<file path="src/rtl/cuckoo_pkg.sv">
// Shared encodings and hash functions for the two-table cuckoo hash engine.
// Hash helpers take the key zero-extended to 64 bits, so KEY_W is limited to 64.
package cuckoo_pkg;

   typedef enum logic [1:0] {
      OP_LOOKUP = 2'b00,
      OP_INSERT = 2'b01,
      OP_DELETE = 2'b10,
      OP_RSVD   = 2'b11
   } op_e;

   typedef enum logic [2:0] {
      ST_INSERTED  = 3'd0,
      ST_FOUND     = 3'd1,
      ST_NOT_FOUND = 3'd2,
      ST_DUPLICATE = 3'd3,
      ST_EVICTED   = 3'd4,
      ST_DELETED   = 3'd5,
      ST_BAD_OP    = 3'd6
   } status_e;

   typedef enum logic [1:0] {
      S_IDLE,
      S_PROBE,
      S_KICK,
      S_RESP
   } state_e;

   localparam int KICKS_OUT_W = 4;

   function automatic logic [15:0] hash1(input logic [63:0] key, input int idx_w);
      logic [63:0] mask;
      mask = (64'd1 << idx_w) - 64'd1;
      return 16'(key & mask);
   endfunction

   function automatic logic [15:0] hash2(input logic [63:0] key, input int idx_w);
      logic [63:0] mask;
      logic [63:0] mid;
      logic [63:0] high;
      mask = (64'd1 << idx_w) - 64'd1;
      mid  = key >> idx_w;
      high = key >> (2 * idx_w);
      return 16'((mid ^ high) & mask);
   endfunction

endpackage

</file>
<file path="src/rtl/cuckoo_hash_engine_table.sv">
// One cuckoo table: valid bit plus key per entry, combinational read,
// synchronous write, single-entry invalidate and bulk clear.
module cuckoo_table
   import cuckoo_pkg::*;
#(
   parameter int KEY_W = 32,
   parameter int IDX_W = 4
) (
   input  logic             clk,
   input  logic             rst,
   input  logic             clear,
   input  logic [IDX_W-1:0] rd_idx,
   output logic             rd_valid,
   output logic [KEY_W-1:0] rd_key,
   input  logic             wr_en,
   input  logic [IDX_W-1:0] wr_idx,
   input  logic [KEY_W-1:0] wr_key,
   input  logic             inv_en,
   input  logic [IDX_W-1:0] inv_idx
);
   localparam int DEPTH = 2 ** IDX_W;

   logic [DEPTH-1:0] valid_reg;
   logic [KEY_W-1:0] key_mem [DEPTH];

   // Write is applied after invalidate so a same-cycle write to that slot wins.
   always_ff @(posedge clk or posedge rst) begin
      if (rst) begin
         valid_reg <= '0;
      end else if (clear) begin
         valid_reg <= '0;
      end else begin
         if (inv_en) valid_reg[inv_idx] <= 1'b0;
         if (wr_en)  valid_reg[wr_idx]  <= 1'b1;
      end
   end

   always_ff @(posedge clk) begin
      if (wr_en) key_mem[wr_idx] <= wr_key;
   end

   assign rd_valid = valid_reg[rd_idx];
   assign rd_key   = key_mem[rd_idx];

endmodule

</file>
<file path="src/rtl/cuckoo_hash_engine.sv">
// Two-table cuckoo hash engine: lookup, insert with bounded kick-out chain,
// delete; valid/ready handshakes on request and response.
module cuckoo_hash_engine
   import cuckoo_pkg::*;
#(
   parameter int KEY_W     = 32,
   parameter int IDX_W     = 4,
   parameter int MAX_KICKS = 8
) (
   input  logic             clk,
   input  logic             rst,
   input  logic             clear,
   input  logic             req_valid,
   output logic             req_ready,
   input  logic [1:0]       req_op,
   input  logic [KEY_W-1:0] req_key,
   output logic             resp_valid,
   input  logic             resp_ready,
   output logic [2:0]       resp_status,
   output logic [KEY_W-1:0] resp_key,
   output logic [3:0]       resp_kicks
);
   localparam int CNT_W = $clog2(MAX_KICKS + 1) + 1;

   state_e           state_reg;
   op_e              op_reg;
   logic [KEY_W-1:0] key_reg;
   logic [KEY_W-1:0] carry_reg;
   logic             target_reg;
   logic [CNT_W-1:0] kick_cnt_reg;

   logic [IDX_W-1:0] h_req   [2];
   logic [IDX_W-1:0] h_carry [2];
   logic [IDX_W-1:0] rd_idx  [2];
   logic             rd_valid[2];
   logic [KEY_W-1:0] rd_key  [2];
   logic             hit_side[2];
   logic             wr_en   [2];
   logic [IDX_W-1:0] wr_idx  [2];
   logic [KEY_W-1:0] wr_key  [2];
   logic             inv_en  [2];

   logic             hit;
   logic             occ_valid;
   logic [KEY_W-1:0] occ_key;
   logic             at_max;
   logic [3:0]       kicks_sat;
   logic             tbl_clear;

   assign h_req[0]   = IDX_W'(hash1(64'(key_reg), IDX_W));
   assign h_req[1]   = IDX_W'(hash2(64'(key_reg), IDX_W));
   assign h_carry[0] = IDX_W'(hash1(64'(carry_reg), IDX_W));
   assign h_carry[1] = IDX_W'(hash2(64'(carry_reg), IDX_W));

   assign tbl_clear = clear && (state_reg == S_IDLE);
   assign req_ready = (state_reg == S_IDLE) && !clear;

   genvar gi;
   generate
      for (gi = 0; gi < 2; gi++) begin : g_table
         // While kicking, both ports follow the carried key; otherwise the request key.
         assign rd_idx[gi]   = (state_reg == S_KICK) ? h_carry[gi] : h_req[gi];
         assign hit_side[gi] = rd_valid[gi] && (rd_key[gi] == key_reg);

         cuckoo_table #(
            .KEY_W (KEY_W),
            .IDX_W (IDX_W)
         ) u_table (
            .clk      (clk),
            .rst      (rst),
            .clear    (tbl_clear),
            .rd_idx   (rd_idx[gi]),
            .rd_valid (rd_valid[gi]),
            .rd_key   (rd_key[gi]),
            .wr_en    (wr_en[gi]),
            .wr_idx   (wr_idx[gi]),
            .wr_key   (wr_key[gi]),
            .inv_en   (inv_en[gi]),
            .inv_idx  (h_req[gi])
         );
      end
   endgenerate

   assign hit       = hit_side[0] || hit_side[1];
   assign occ_valid = rd_valid[target_reg];
   assign occ_key   = rd_key[target_reg];
   assign at_max    = (kick_cnt_reg == CNT_W'(MAX_KICKS));
   assign kicks_sat = (32'(kick_cnt_reg) > 32'd15) ? 4'd15 : 4'(kick_cnt_reg);

   always_comb begin
      for (int s = 0; s < 2; s++) begin
         wr_en[s]  = 1'b0;
         wr_idx[s] = h_req[s];
         wr_key[s] = key_reg;
         inv_en[s] = 1'b0;
      end
      case (state_reg)
         S_PROBE: begin
            if (op_reg == OP_INSERT && !hit) begin
               // With both slots full the new key still lands in T1 and evicts its occupant.
               if (rd_valid[0] && !rd_valid[1]) wr_en[1] = 1'b1;
               else                             wr_en[0] = 1'b1;
            end else if (op_reg == OP_DELETE) begin
               inv_en[0] = hit_side[0];
               inv_en[1] = hit_side[1];
            end
         end
         S_KICK: begin
            if (!occ_valid || !at_max) begin
               wr_en[target_reg]  = 1'b1;
               wr_idx[target_reg] = h_carry[target_reg];
               wr_key[target_reg] = carry_reg;
            end
         end
         default: ;
      endcase
   end

   always_ff @(posedge clk or posedge rst) begin
      if (rst) begin
         state_reg    <= S_IDLE;
         op_reg       <= OP_LOOKUP;
         key_reg      <= '0;
         carry_reg    <= '0;
         target_reg   <= 1'b0;
         kick_cnt_reg <= '0;
         resp_valid   <= 1'b0;
         resp_status  <= ST_INSERTED;
         resp_key     <= '0;
         resp_kicks   <= '0;
      end else begin
         case (state_reg)
            S_IDLE: begin
               if (req_valid && req_ready) begin
                  key_reg   <= req_key;
                  op_reg    <= op_e'(req_op);
                  state_reg <= S_PROBE;
               end
            end
            S_PROBE: begin
               resp_key   <= key_reg;
               resp_kicks <= '0;
               resp_valid <= 1'b1;
               state_reg  <= S_RESP;
               case (op_reg)
                  OP_LOOKUP: resp_status <= hit ? ST_FOUND : ST_NOT_FOUND;
                  OP_DELETE: resp_status <= hit ? ST_DELETED : ST_NOT_FOUND;
                  OP_INSERT: begin
                     if (hit) begin
                        resp_status <= ST_DUPLICATE;
                     end else if (!rd_valid[0] || !rd_valid[1]) begin
                        resp_status <= ST_INSERTED;
                     end else begin
                        carry_reg    <= rd_key[0];
                        target_reg   <= 1'b1;
                        kick_cnt_reg <= CNT_W'(1);
                        resp_valid   <= 1'b0;
                        state_reg    <= S_KICK;
                     end
                  end
                  default: resp_status <= ST_BAD_OP;
               endcase
            end
            S_KICK: begin
               if (!occ_valid) begin
                  resp_status <= ST_INSERTED;
                  resp_key    <= key_reg;
                  resp_kicks  <= kicks_sat;
                  resp_valid  <= 1'b1;
                  state_reg   <= S_RESP;
               end else if (at_max) begin
                  resp_status <= ST_EVICTED;
                  resp_key    <= carry_reg;
                  resp_kicks  <= kicks_sat;
                  resp_valid  <= 1'b1;
                  state_reg   <= S_RESP;
               end else begin
                  carry_reg    <= occ_key;
                  target_reg   <= ~target_reg;
                  kick_cnt_reg <= kick_cnt_reg + CNT_W'(1);
               end
            end
            S_RESP: begin
               if (resp_ready) begin
                  resp_valid <= 1'b0;
                  state_reg  <= S_IDLE;
               end
            end
            default: state_reg <= S_IDLE;
         endcase
      end
   end

endmodule
</file>
<file path="config.mk">
export PLATFORM = sky130hd
export DESIGN_NAME = cuckoo_hash_engine
export DESIGN_NICKNAME = d
export VERILOG_FILES = /design/src/rtl/cuckoo_pkg.sv /design/src/rtl/cuckoo_hash_engine_table.sv /design/src/rtl/cuckoo_hash_engine.sv
export SDC_FILE = /design/constraint.sdc
export NUM_CORES = 2
export LEC_CHECK = 0
export ABC_AREA = 0
export CAP_MARGIN = 20
export CORE_MARGIN = 2
export CORE_UTILIZATION = 45
export DETAILED_ROUTE_END_ITERATION = 6
export SLEW_MARGIN = 30
export SYNTH_ARGS = -nofsm -noshare
export SYNTH_HDL_FRONTEND = slang
export SYNTH_HIERARCHICAL = 1
export SYNTH_SLANG_ARGS = --single-unit
</file>
<file path="constraint.sdc">
create_clock -name clk -period 6.9 [get_ports clk]
set_input_delay 1.38 -clock clk [delete_from_list [all_inputs] [get_ports clk]]
set_output_delay 1.38 -clock clk [all_outputs]
set_load 0.03 [all_outputs]
</file>
==> impl_metrics.env <==
export IMPL_wl_um=118000
export IMPL_path_class="reg -> reg"
export IMPL_ys_flop_type="edfxtp_1"
export IMPL_core_area_sq_um=104000
export IMPL_synth_area_leader_cell="edfxtp_1"
export IMPL_crit_chain="inv_1 > ha_1 > buf_4 > mux2_8 > buf_4 > mux4_2 > a22oi_1 > nand2_1 > xnor2_1 > nand3_1 > nor3_2 > nand3_1 > nand2_1 > nor3b_1 > o21a_1 > and3b_1 > nand3_1 > clkinv_1 > buf_4"
export IMPL_ys_types=51
export IMPL_viasPerCell=5.93
export IMPL_hold_class="reg -> reg"
export IMPL_multi_input_area_sq_um=12000
export IMPL_synth_fa_ha_area_frac=0.00185
export IMPL_syn_area_sq_um=47200
export IMPL_grt_pass1_wl_um=171000
export IMPL_grt_max_degree=73
export IMPL_ctsHoldBuffers=0
export IMPL_initial_core_util=0.455
export IMPL_seq_area_frac_synth=0.729
export IMPL_path_buf_inv=5
export IMPL_max_cap_viol_count=0
export IMPL_final_cell_mix="edfxtp_1 (1024), mux4_2 (264), nand2_1 (169)"
export IMPL_fillers=8157
export IMPL_fin_worst_skew_ns=0.0305
export IMPL_antenna_found_initial=0
export IMPL_final_util=0.518
export IMPL_place_area_sq_um=50000
export IMPL_path_clk_slew_ns=0.06
export IMPL_fmax_mhz=153
export IMPL_clkSinkCount=1170
export IMPL_fin_crit_sh=0.945
export IMPL_wl_per_cell_um=28.8
export IMPL_postCtsSetupBuffers=0
export IMPL_required_ns=7.27
export IMPL_hpwl_um=71200
export IMPL_min_from="resp_kicks[0]"
export IMPL_largest_reg_flops=1024
export IMPL_finalSetupViolations=0
export IMPL_fp_dieH_um=328
export IMPL_gp_congestion=0.860
export IMPL_worstMarginPinSlew_ns=1.00
export IMPL_slew_headroom=0.328
export IMPL_io_pins=80
export IMPL_synth_top_family_by_area="multiplexers"
export IMPL_ys_ff_latch=1170
export IMPL_nets=2658
export IMPL_area_growth_pct=13.9
export IMPL_crit_arrival_ns=6.89
export IMPL_crit_slowest_cell="xnor2_1"
export IMPL_h_tree_depth=3
export IMPL_regToRegStartpoint="state_reg[0]"
export IMPL_synth_xor_area_share=0.0128
export IMPL_yosysWarnings=6
export IMPL_finalMaxSlewViolations=0
export IMPL_synth_edf_count=1024
export IMPL_synthSimpleGateAreaFrac=0.0300
export IMPL_vias=24300
export IMPL_drtPass1Iterations=7
export IMPL_ant_nets=0
export IMPL_final_cells=4092
export IMPL_synth_nets=2503
export IMPL_start_kind="register"
export IMPL_clk_latency_ns=0.70
export IMPL_die_x_um=328
export IMPL_synth_compound_area_share=0.0388
export IMPL_status="finished, final reports clean"
export IMPL_max_stage_delay_ns=0.57
export IMPL_timing_hold_violations_final=0
export IMPL_grt_usage=0.220
export IMPL_post_route_drc_count=0
export IMPL_placedCellCount=3871
export IMPL_top_register="g_table.u_table/key_mem"
export IMPL_clock_path_buffers=3
export IMPL_die_area_sq_um=108000
export IMPL_cts_tree="yes"
export IMPL_drive_above_1_share=0.267
export IMPL_post_route_min_period_ns=6.52
export IMPL_syn_inst=2457
export IMPL_avgSynthCellArea_sq_um=19.2
export IMPL_worstPathMaxFanout=28
export IMPL_finish_instance_area_sq_um=53800
export IMPL_synth_top_cell_area_share=0.651
export IMPL_final_common_cell="edfxtp_1"
export IMPL_ys_async_sr_fraction=0.125
export IMPL_port_buffers=79
export IMPL_root_buffer="clkbuf_16"
export IMPL_synth_mux_area_frac=0.168
export IMPL_rsz0062_at_grt="no"
export IMPL_grt_pass1_vias=24700
export IMPL_num_rows=118
export IMPL_crit_family="simple AND/OR/NAND/NOR gates"
export IMPL_crit_path_end_kind="register"
export IMPL_synth_area_top_cells="edfxtp_1 (65%), mux4_2 (13%), dfrtp_1 (7.7%)"
export IMPL_cp_startpoint="state_reg[0]"
export IMPL_overflow=0
export IMPL_fin_tns_setup_ns=0
export IMPL_drtIter0Drc=2604
export IMPL_numCtsBuffers=118
export IMPL_area_sequential_sq_um=34400
synthesized netlist by cell type (37+ instances only):
cell,count
nand2_1,171
o21ai_0,50
inv_1,48
dfrtp_1,146
mux4_2,264
mux2_2,136
clkbuf_1,77
a22oi_1,132
xor2_1,37
edfxtp_1,1024
a21oi_1,49
nor2_1,54
tightest hold or removal path: stages (launching register included):
cell     delay, ns
dfrtp_1       0.35
o21ai_0       0.08
o21ai_0       0.07
per-layer routing:
| metal | wire (um) | up-vias | GRT usage |
|---|---|---|---|
| met5 | 0 | - | 0 |
| met4 | 2230 | 0 | 0.0535 |
| met3 | 9130 | 132 | 0.0449 |
| met2 | 55500 | 959 | 0.344 |
| met1 | 51000 | 13000 | 0.319 |
| li1 | - | 10200 | - |
per-stage QoR:
stage | hold slack [ns] | setup slack (ns)
6_report | 0.528 | 0.381
5_1_grt | 0.549 | 0.127
4_1_cts | 0.524 | 0.363
3_5_place_dp | 0.512 | 0.406
3_3_place_gp | 0.502 | 0.455
2_1_floorplan | 0.509 | 1.62
worst paths after layout:
check	endpoint	slack, ns	depth (start not counted)
max in group asynchronous	key_reg[13]	4.21	3
max	g_table[1].u_table/key_mem[7][16]	0.38	19
max reg2reg	g_table[1].u_table/key_mem[7][16]	0.38	19
min in group asynchronous	g_table[1].u_table/valid_reg[1]	1.31	2
min	resp_kicks[0]	0.53	2
min reg2reg	resp_kicks[0]	0.53	2
area by class of cell:
class,count,area share
inverter,49,0.00393
tap,1380,0.0321
sequential,1170,0.640
clock inverter,56,0.00928
clock buffer,163,0.0596
antenna,1,0.0000465
timing repair buffer,172,0.0319
multi-input combinational,1101,0.223
repair_timing:
action,in CTS,in global routing
gates resized for setup,0,8
setup endpoints to repair,0,579
hold endpoints to repair,0,0
cells by family after synthesis:
| kind of cell | after synthesis |
|---|---|
| and+or+nand+nor | 315 |
| muxes | 431 |
| AOI/OAI and AO/OA | 279 |
| xor gates and xnor gates | 69 |
| adders and majority gates | 7 |
| DFF | 1170 |
| buffers and inverters | 186 |
Power is left out: the tool's default activity adds up to more than one toggle a clock period on the data nets, which glitch-free logic cannot reach.
